$ cat src/rtl/modbus_rtu_frame_rx.sv
// Modbus RTU frame receiver.
//
// Collects the bytes from uart_byte_rx into a frame buffer. A frame ends
// when the bus has been silent for 3.5 character times. The CRC-16/MODBUS
// value and the slave address are checked while the frame arrives. After a
// good frame, the request decoder reads the frame through a registered
// read port.
//
// Ports:
//   clk, rst_n     system clock, asynchronous active-low reset
//   rx_data        received byte, valid when rx_done is high
//   rx_done        1-cycle strobe per received byte
//   rx_drop_frame  1.5T inter-byte gap violation from ct_15t_gen
//   dev_addr       own slave address (static)
//   rd_addr        buffer read address
//   rd_data        buffer byte, one cycle after rd_addr
//   frame_valid    1-cycle pulse: a frame of acceptable length ended
//   frame_err      1-cycle pulse: a frame was discarded
//   frame_len      byte count of the last good frame, CRC included
//   crc_ok         last good frame had a zero CRC residue
//   addr_match     last good frame was addressed to us or was a broadcast
//   rx_busy        a frame is being received
module modbus_rtu_frame_rx #(
  parameter int CLK_FREQ   = 50000000,
  parameter int BAUD_RATE  = 115200,
  parameter int ADDR_W     = 8,
  parameter int T35_CYCLES = (CLK_FREQ / BAUD_RATE) * 385 / 10
) (
  input  logic              clk,
  input  logic              rst_n,
  input  logic [7:0]        rx_data,
  input  logic              rx_done,
  input  logic              rx_drop_frame,
  input  logic [7:0]        dev_addr,
  input  logic [ADDR_W-1:0] rd_addr,
  output logic [7:0]        rd_data,
  output logic              frame_valid,
  output logic              frame_err,
  output logic [ADDR_W:0]   frame_len,
  output logic              crc_ok,
  output logic              addr_match,
  output logic              rx_busy
);

  localparam int DEPTH = 2 ** ADDR_W;
  localparam int SIL_W = $clog2(T35_CYCLES + 1);
  localparam logic [SIL_W-1:0] SIL_MAX   = SIL_W'(T35_CYCLES);
  localparam logic [ADDR_W:0]  COUNT_MAX = (ADDR_W + 1)'(DEPTH);
  localparam logic [ADDR_W:0]  MIN_LEN   = (ADDR_W + 1)'(4);

  typedef enum logic [1:0] {SYNC, IDLE, RECV, DROP} state_t;

  state_t            state;
  logic [SIL_W-1:0]  sil_cnt;
  logic              t35;
  logic [15:0]       crc;
  logic [ADDR_W:0]   count;
  logic [7:0]        first_byte;
  logic              wr_en;
  logic [ADDR_W-1:0] wr_addr;
  logic [7:0]        mem [DEPTH];

  // CRC-16/MODBUS with all eight bit steps of one byte done in a single cycle.
  function automatic logic [15:0] crc_update(input logic [15:0] crc_in, input logic [7:0] b);
    logic [15:0] c;
    c = crc_in ^ {8'h00, b};
    for (int i = 0; i < 8; i++) begin
      c = c[0] ? ((c >> 1) ^ 16'hA001) : (c >> 1);
    end
    return c;
  endfunction

  assign t35     = (sil_cnt == SIL_MAX);
  assign rx_busy = (state == RECV);

  // A byte is stored only when it opens a frame or extends one that still
  // has room. When a drop and a byte arrive together, the byte is discarded.
  always_comb begin
    wr_en   = 1'b0;
    wr_addr = count[ADDR_W-1:0];
    if (rx_done) begin
      if (state == IDLE) begin
        wr_en   = 1'b1;
        wr_addr = '0;
      end else if (state == RECV && !rx_drop_frame && count != COUNT_MAX) begin
        wr_en = 1'b1;
      end
    end
  end

  always_ff @(posedge clk) begin
    if (wr_en) mem[wr_addr] <= rx_data;
  end

  // A read and a write to the same address in one cycle return the old byte.
  always_ff @(posedge clk or negedge rst_n) begin
    if (!rst_n) rd_data <= 8'h00;
    else        rd_data <= mem[rd_addr];
  end

  // Frame state machine. The silence counter runs in every state, so the
  // end-of-frame timer also covers the post-reset sync and the drop state.
  always_ff @(posedge clk or negedge rst_n) begin
    if (!rst_n) begin
      state       <= SYNC;
      sil_cnt     <= '0;
      crc         <= 16'hFFFF;
      count       <= '0;
      first_byte  <= 8'h00;
      frame_valid <= 1'b0;
      frame_err   <= 1'b0;
      frame_len   <= '0;
      crc_ok      <= 1'b0;
      addr_match  <= 1'b0;
    end else begin
      frame_valid <= 1'b0;
      frame_err   <= 1'b0;

      if (rx_done)   sil_cnt <= '0;
      else if (!t35) sil_cnt <= sil_cnt + 1'b1;

      case (state)
        SYNC: begin
          if (t35) state <= IDLE;
        end
        IDLE: begin
          if (rx_done) begin
            count      <= (ADDR_W + 1)'(1);
            crc        <= crc_update(16'hFFFF, rx_data);
            first_byte <= rx_data;
            state      <= RECV;
          end
        end
        RECV: begin
          if (rx_drop_frame) begin
            state <= DROP;
          end else if (rx_done) begin
            if (count == COUNT_MAX) begin
              state <= DROP;
            end else begin
              count <= count + 1'b1;
              crc   <= crc_update(crc, rx_data);
            end
          end else if (t35) begin
            if (count >= MIN_LEN) begin
              frame_valid <= 1'b1;
              frame_len   <= count;
              crc_ok      <= (crc == 16'h0000);
              addr_match  <= (first_byte == dev_addr) || (first_byte == 8'h00);
            end else begin
              frame_err <= 1'b1;
            end
            state <= IDLE;
          end
        end
        DROP: begin
          if (t35) begin
            frame_err <= 1'b1;
            state     <= IDLE;
          end
        end
        default: state <= SYNC;
      endcase
    end
  end

endmodule
$ cat config.mk
export PLATFORM = sky130hd
export DESIGN_NAME = modbus_rtu_frame_rx
export DESIGN_NICKNAME = d
export VERILOG_FILES = /design/src/rtl/modbus_rtu_frame_rx.sv
export SDC_FILE = /design/constraint.sdc
export NUM_CORES = 2
export LEC_CHECK = 0
export CAP_MARGIN = 20
export CORE_UTILIZATION = 41
export DETAILED_ROUTE_END_ITERATION = 6
export PLACE_DENSITY_LB_ADDON = 0.2
export SYNTH_ARGS = -nofsm -noshare
export SYNTH_HDL_FRONTEND = slang
export SYNTH_SLANG_ARGS = --single-unit
$ cat constraint.sdc
create_clock -name clk -period 4.5 [get_ports clk]
set_input_delay 0.675 -clock clk [delete_from_list [all_inputs] [get_ports clk]]
set_output_delay 0.675 -clock clk [all_outputs]
set_load 0.02 [all_outputs]
; Yosys cells after proc, flatten, opt, wreduce, memory -nomap -nowiden
; Memories as Yosys holds them, arrays and structs flattened. A register that Yosys moved wholly into a read port is not among the register bits.
; Index checks and enable logic that the tools add are counted.
[totals]
n_memories = 1
elab_cells = 113
register_bits = 63
in_bits = 28
out_inout_bits = 22
ramBits = 2048
[op_classes]
eq_ne = 13
order_cmp = 1
n_addsub = 2
n_reduce_logical = 14
bitwise_logic = 20
n_mux = 52
[memory_table]
columns = memory, depth, word_bits, read_ports, rd_clocked_by_memory_dff, write_ports, line
row1 = mem, 256, 8, 1, 1, 1, 61  ; logic [7:0] mem [DEPTH];
[op_table]
columns = operator, count
row1 = 16-bit 2-to-1 mux, 20
row2 = 2-bit inverter with 3-bit output, 16
row3 = 9-bit 2-to-1 mux, 4
row4 = 16-bit one-hot mux with 2 select lines, 1
row5 = 15-bit 2-to-1 mux, 2
row6 = 9-bit one-hot mux with 2 select lines, 1
row7 = 16-bit logical NOT, 1
row8 = 8-bit 2-to-1 mux, 2
row9 = 8-bit inverter with 16-bit output, 1
row10 = 16-bit by 8-bit bitwise XOR with 16-bit output, 1
row11 = "15-bit by 1-bit adder with 15-bit output, second input constant", 1
row12 = "15-bit equality test, second input constant", 1
row13 = 1-bit 2-to-1 mux, 15
row14 = 2-bit 2-to-1 mux, 5
row15 = "2-bit != test, second input constant", 5
row16 = 5-bit AND reduction, 2
row17 = "9-bit by 1-bit adder with 9-bit output, second input constant", 1
row18 = "9-bit equality test, second input constant", 1
row19 = "9-bit by 3-bit >= comparator with 1-bit output, second input constant", 1
row20 = "9-bit != test, second input constant", 1
row21 = 8-bit equality test, 1
row22 = 8-bit logical NOT, 1
row23 = 2-bit one-hot mux with 3 select lines, 1
row24 = "2-bit equality test, second input constant", 2
row25 = other kinds (11), 15

; Logic depth before layout (Yosys ltp)
[depth]
ltp_word = 21
depth_mapped = 12

; Least setup slack after synthesis
; OpenSTA, ideal clock, no wires.
[synth_path]
path_kind = flip-flop to flip-flop
startpoint = register state[0]
endpoint = memory mem[151][0] (enable)
arrival_time_ns = 2.755
path_buffers = 1
slack_ns = 1.347
path_stages_with_launch = 9
cell_sequence = dfrtp_1 inv_1 ha_1 clkbuf_1 nor2b_1 o211a_1 nand2_1 nor2_1 nor4b_1
[synth_via]
elab_chain_cells = 8
word_cells_on_any_way = 11
cone_classes = eq/ne (2) / mux (7) / reduce/logical (2)
[synth_lines]
columns = item, line
row1 = from (decl), 53  ; state_t state;
row2 = from (signal assigned), 105  ; state <= SYNC;
row3 = from (signal assigned), 124  ; if (t35) state <= IDLE;
row4 = from (signal assigned), 131  ; state <= RECV;
row5 = 2-bit equality test, n/a
row6 = net rx_busy, 42  ; output logic rx_busy
row7 = 1-bit logical AND (2 in series), 85  ; end else if (state == RECV && !rx_drop_frame && count != COUNT_MAX) begin
row8 = 1-bit 2-to-1 mux, 85
row9 = 1-bit 2-to-1 mux, 82  ; if (state == IDLE) begin
row10 = 1-bit 2-to-1 mux, 81  ; if (rx_done) begin
row11 = 1-bit 2-to-1 mux, 92  ; if (wr_en) mem[wr_addr] <= rx_data;
row12 = 1-bit 2-to-1 mux (implied by the code), 92
row13 = to (decl), 61
; The timed path passes the listed nets, and every way through them passes these cells.

; Worst setup path after layout
[layout_path]
startpoint = register count[1]
endpoint = memory mem[77][2] (enable)
[layout_via]
elab_chain_cells = 7
word_cells_on_any_way = 9
cone_classes = eq/ne (1) / mux (7) / reduce/logical (1)
[layout_lines]
columns = item, line
row1 = from (decl), 57  ; logic [ADDR_W:0] count;
row2 = from (signal assigned), 128  ; count <= (ADDR_W + 1)'(1);
row3 = from (signal assigned), 141  ; count <= count + 1'b1;
row4 = 9-bit != test, 85
row5 = 1-bit logical AND, 85
row6 = 1-bit 2-to-1 mux, 85
row7 = 1-bit 2-to-1 mux, 82
row8 = 1-bit 2-to-1 mux, 81
row9 = 1-bit 2-to-1 mux, 92
row10 = 1-bit 2-to-1 mux (implied by the code), 92
; Parallel ways exist; a longest one is shown, timed or not.

==> summary.md <==
TritonCTS built the clock tree. For the register-to-register setup slack, the log shows 0.73 ns. For this run, the detailed router's first-pass iteration total came to 5. In this run the standard cell core region covers 202000 um^2.

The fraction of final layout cells sized beyond drive strength 1 was 23.2%; the maximum number of pins on one net before global-route repair was 215. The reg-to-reg critical path endpoint is mem[77][2]. For the pin with the worst max-slew slack, the measured transition is 1.35 ns. For the worst setup path, the data required time is 4.97 ns. Counting every instance in the synthesized netlist gives 4119. The run gives 0.149 ns as the post-route worst hold slack. The number of warnings issued by yosys was 0; the antenna diode count was 0.

Grouping stages by cell kind, the critical path spends the most delay in simple AND/OR/NAND/NOR gates. The largest single stage delay on the critical path is 0.80 ns. Across the VDD grid, the largest voltage drop is 0.428 mV. STA classifies the critical path endpoint as a flip-flop. Of the available clock period, the critical path in the final layout requires 83.7%. Leaving out fill and tap cells, the most frequent cell in the layout is edfxtp_1. The fraction of registers with async set or reset after synthesis works out to 3.35%.

After detailed routing, the average wire length per cell comes to 29.3 um. For the final layout net count, the log shows 4430. Port buffering added 49 buffers. The worst hold path belongs to the class in2reg. Detailed placement finished with a half-perimeter wire length of 129000 um. Compared with the post-synthesis result, the final layout area differs by 14.3%.

The fraction of synthesized cell area taken by the top area cell type is 73.9%, and the clock sink count is 2119. The count of nets left with antenna violations once routing finished came out at 0. The logs give 0.0411 ns for the worst clock skew and 212000 um for the total routed wirelength. The H-tree was split into 4 levels. The number of different library cells used by synthesis comes to 58. The clock reaches the later pin of the worst-skew pair after 0.86 ns.

Setup violations remaining at the end of the flow were counted as 0. The final total power came out at 43.7 mW. The prevailing post-synth register cell was edfxtp_1. The synthesized netlist occupies a cell area of 83300 um^2.

Counting flops with a built-in enable in the synthesized netlist gives 2048. The horizontal die dimension was 453 um; the placer congestion estimate was 0.788. The slowest cell on the critical path is nor2_1.

After synthesis, the cell types taking the most area are edfxtp_1, mux4_2, mux2i_1, dfrtp_1, o221ai_1. The startpoint identified for the worst register-to-register timing path is count[1]. Traced cell by cell, the critical path runs through inv_1 > ha_1 > nand2_1 > o211a_1 > nand2_1 > nor3_1 > nand2_1 > nor2_1. Summed over all cells, the static leakage comes to 30.4 nW.

Cells fill 47.1% of the core in the end. The number of pins with negative max-slew slack in the final report came out at 0. The worst setup path is launched from a flip-flop. Once the floorplan was initialized, standard cells occupied 41.2% of the core. The post-place setup slack is 0.394 ns, and the CTS clock-pin slew for the worst setup and hold paths is 0.07 ns. The cell depth of the worst hold path works out to 1. The buffer and inverter count on the worst path is 1. The launch instance of the worst min-delay path is rx_data[0]. The floorplan step set the die height to 453 um. The power density over the cells was 460 nW/um^2; the highest achievable clock rate was 0.265 GHz. For this run, design rule violations remaining after detail routing come to 0.

After the first detailed-routing iteration, the DRC count stood at 4130. The flow ran to the end, and the final reports show no timing, DRC or antenna violations. Clock tree synthesis selected as its root buffer the cell clkbuf_16. The number of nets in the synthesized netlist is 4154. The run gives 76.0% as the sequential cell area fraction in the yosys report. Final worst setup slack: 0.733 ns.

The library cells used most frequently in the layout, excluding fill and tap cells, are edfxtp_1, mux4_2, nor2_1, mux2i_1, buf_4. Area of the die: 205000 um^2. The worst setup path is of the reg2reg kind. In the routed layout, each cell is associated on average with a via count of 5.70. Detailed routing inserted a total of 41300 vias.

In this run the mean area of a mapped cell was 20.2 um^2. The logic depth of the worst register-to-register path is 8, and the number of inserted filler cells in the final layout is 16700. For the worst setup path, the data arrival time is 4.24 ns. By instance count, the cell type seen most on the critical path is nand2_1. The post-layout minimum cycle time came out at 3.77 ns.

Leftover overflow at the end of global routing: 0. For the number of global-route vias before repair, the log shows 41700. The number of antenna violations at the first check in global routing was 4; the number of buffers created by CTS was 213. The path with the worst hold slack has its endpoint at mem[38][0]. The floorplan has 165 rows. Counting along the longest clock path gives a buffer depth of 3. Top cell type by total area after synthesis: edfxtp_1.

In this run the post-CTS setup repair buffer count came out at 0. The first global-routing pass estimated 307000 um of wire. The synthesized design contains 2119 register bits.

Final hold violation count: 0. Setup repair after global routing left no endpoint under its margin. For this design the top-level I/O count stands at 50. The tools report the startpoint of the worst setup timing path as count[1]. Across the run, the number of max-cap violations was 0.

Global routing used 20.8% of the available tracks. In this run the tightest slew margin relative to its limit is 10.2%. Along the worst path, the maximum fanout reaches 10.
[report_power, final]
| group | switching (mW) | internal (mW) | total [mW] | leakage (nW) |
|---|---|---|---|---|
| clock network | 7.53 | 10.2 | 17.7 | 3.38 |
| registers | 0.237 | 21.9 | 22.1 | 19.3 |
| logic | 2.54 | 1.38 | 3.92 | 7.75 |
| total | 10.3 | 33.4 | 43.7 | 30.4 |
[flip-flops by register name, indices dropped and copies added (netlist names)]
register,flops
addr_match,1
frame_len,9
count,9
frame_err,1
crc,16
frame_valid,1
sil_cnt,15
mem,2048
crc_ok,1
state,2
first_byte,8
rd_data,8
[kinds of logic (layout without fill, tap and decap cells)]
kind of cell / Yosys count / count (layout) / synth area share, %
AO/OA/AOI/OAI: 398 / 398 / 3.46
XOR/XNOR: 51 / 51 / 0.597
adder cells (fa/ha/maj): 7 / 7 / 0.105
buffers and inverters: 258 / 717 / 1.79
flip-flops: 2119 / 2119 / 76.0
multiplexers: 722 / 722 / 15.1
AND/OR/NAND/NOR: 564 / 564 / 2.92
[worst reg2reg max path: stages, from the launching register on]
cell and delay, ns:
dfrtp_1 0.60, inv_1 0.14, ha_1 0.21, nand2_1 0.08, o211a_1 0.16, nand2_1 0.14, nor3_1 0.62, nand2_1 0.63
nor2_1 0.82
[layout make-up]
cell class / count / area, um^2 / area share [%]
clock buffer: 269 / 5580 / 5.87
clock inverter: 129 / 1360 / 1.43
inverter: 10 / 41.3 / 0.0434
multi-input combinational: 1742 / 18600 / 19.5
sequential: 2119 / 63300 / 66.5
tap: 2672 / 3340 / 3.51
timing repair buffer: 309 / 3000 / 3.16
[how the worst max path moves through the flow]
stage	endpoint	slack [ns]	cells after the start
floorplan	mem[151][0]	1.35	8
global placement	mem[19][0]	-0.27	7
detailed placement	rd_data[0]	0.39	10
CTS	mem[77][2]	0.76	8
global route	mem[77][2]	0.65	8
finish	mem[77][2]	0.73	8
[layer usage]
layer	up-vias	wire length, um	share of wire, %	GRT usage, %
li1	17600	-	-	-
met2	1395	104000	49	33.9
met3	260	12900	6.1	3.21
met1	22000	90800	43	29.5
met5	-	26	0.012	0.0933
met4	2	4090	1.9	4.84
[synth_stat cells, types with 15 or more instances]
cell	number
o221ai_1	136
nor2_1	303
buf_6	31
mux4_2	426
mux2i_1	280
o21ai_0	21
nor3_1	47
xnor2_1	31
nand3_1	28
a211oi_1	29
o22ai_1	72
edfxtp_1	2048
dfrtp_1	55
nor4_1	22
mux2_2	16
buf_4	27
nand2_1	108
a21oi_1	69
a22oi_1	15
clkbuf_1	117
buf_2	43
buf_1	19
xor2_1	16
dfstp_2	16
[stage by stage]
| step | setup TNS (ns) | cell area [um^2] | instances |
|---|---|---|---|
| 2_1_floorplan | 0 | 83300 | 4119 |
| 3_3_place_gp | -25.94 | 88200 | 6847 |
| 3_5_place_dp | 0 | 88200 | 6850 |
| 4_1_cts | 0 | 95200 | 7249 |
| 5_1_grt | 0 | 95200 | 7250 |
| 6_report | 0 | 95200 | 7250 |
[repair_timing]
item,in CTS,in global routing
endpoints found under the hold margin,34,0
hold buffers,1,0
gates resized for setup,0,0
endpoints found under the setup margin,0,0
Power figures use the tool's default switching activity.
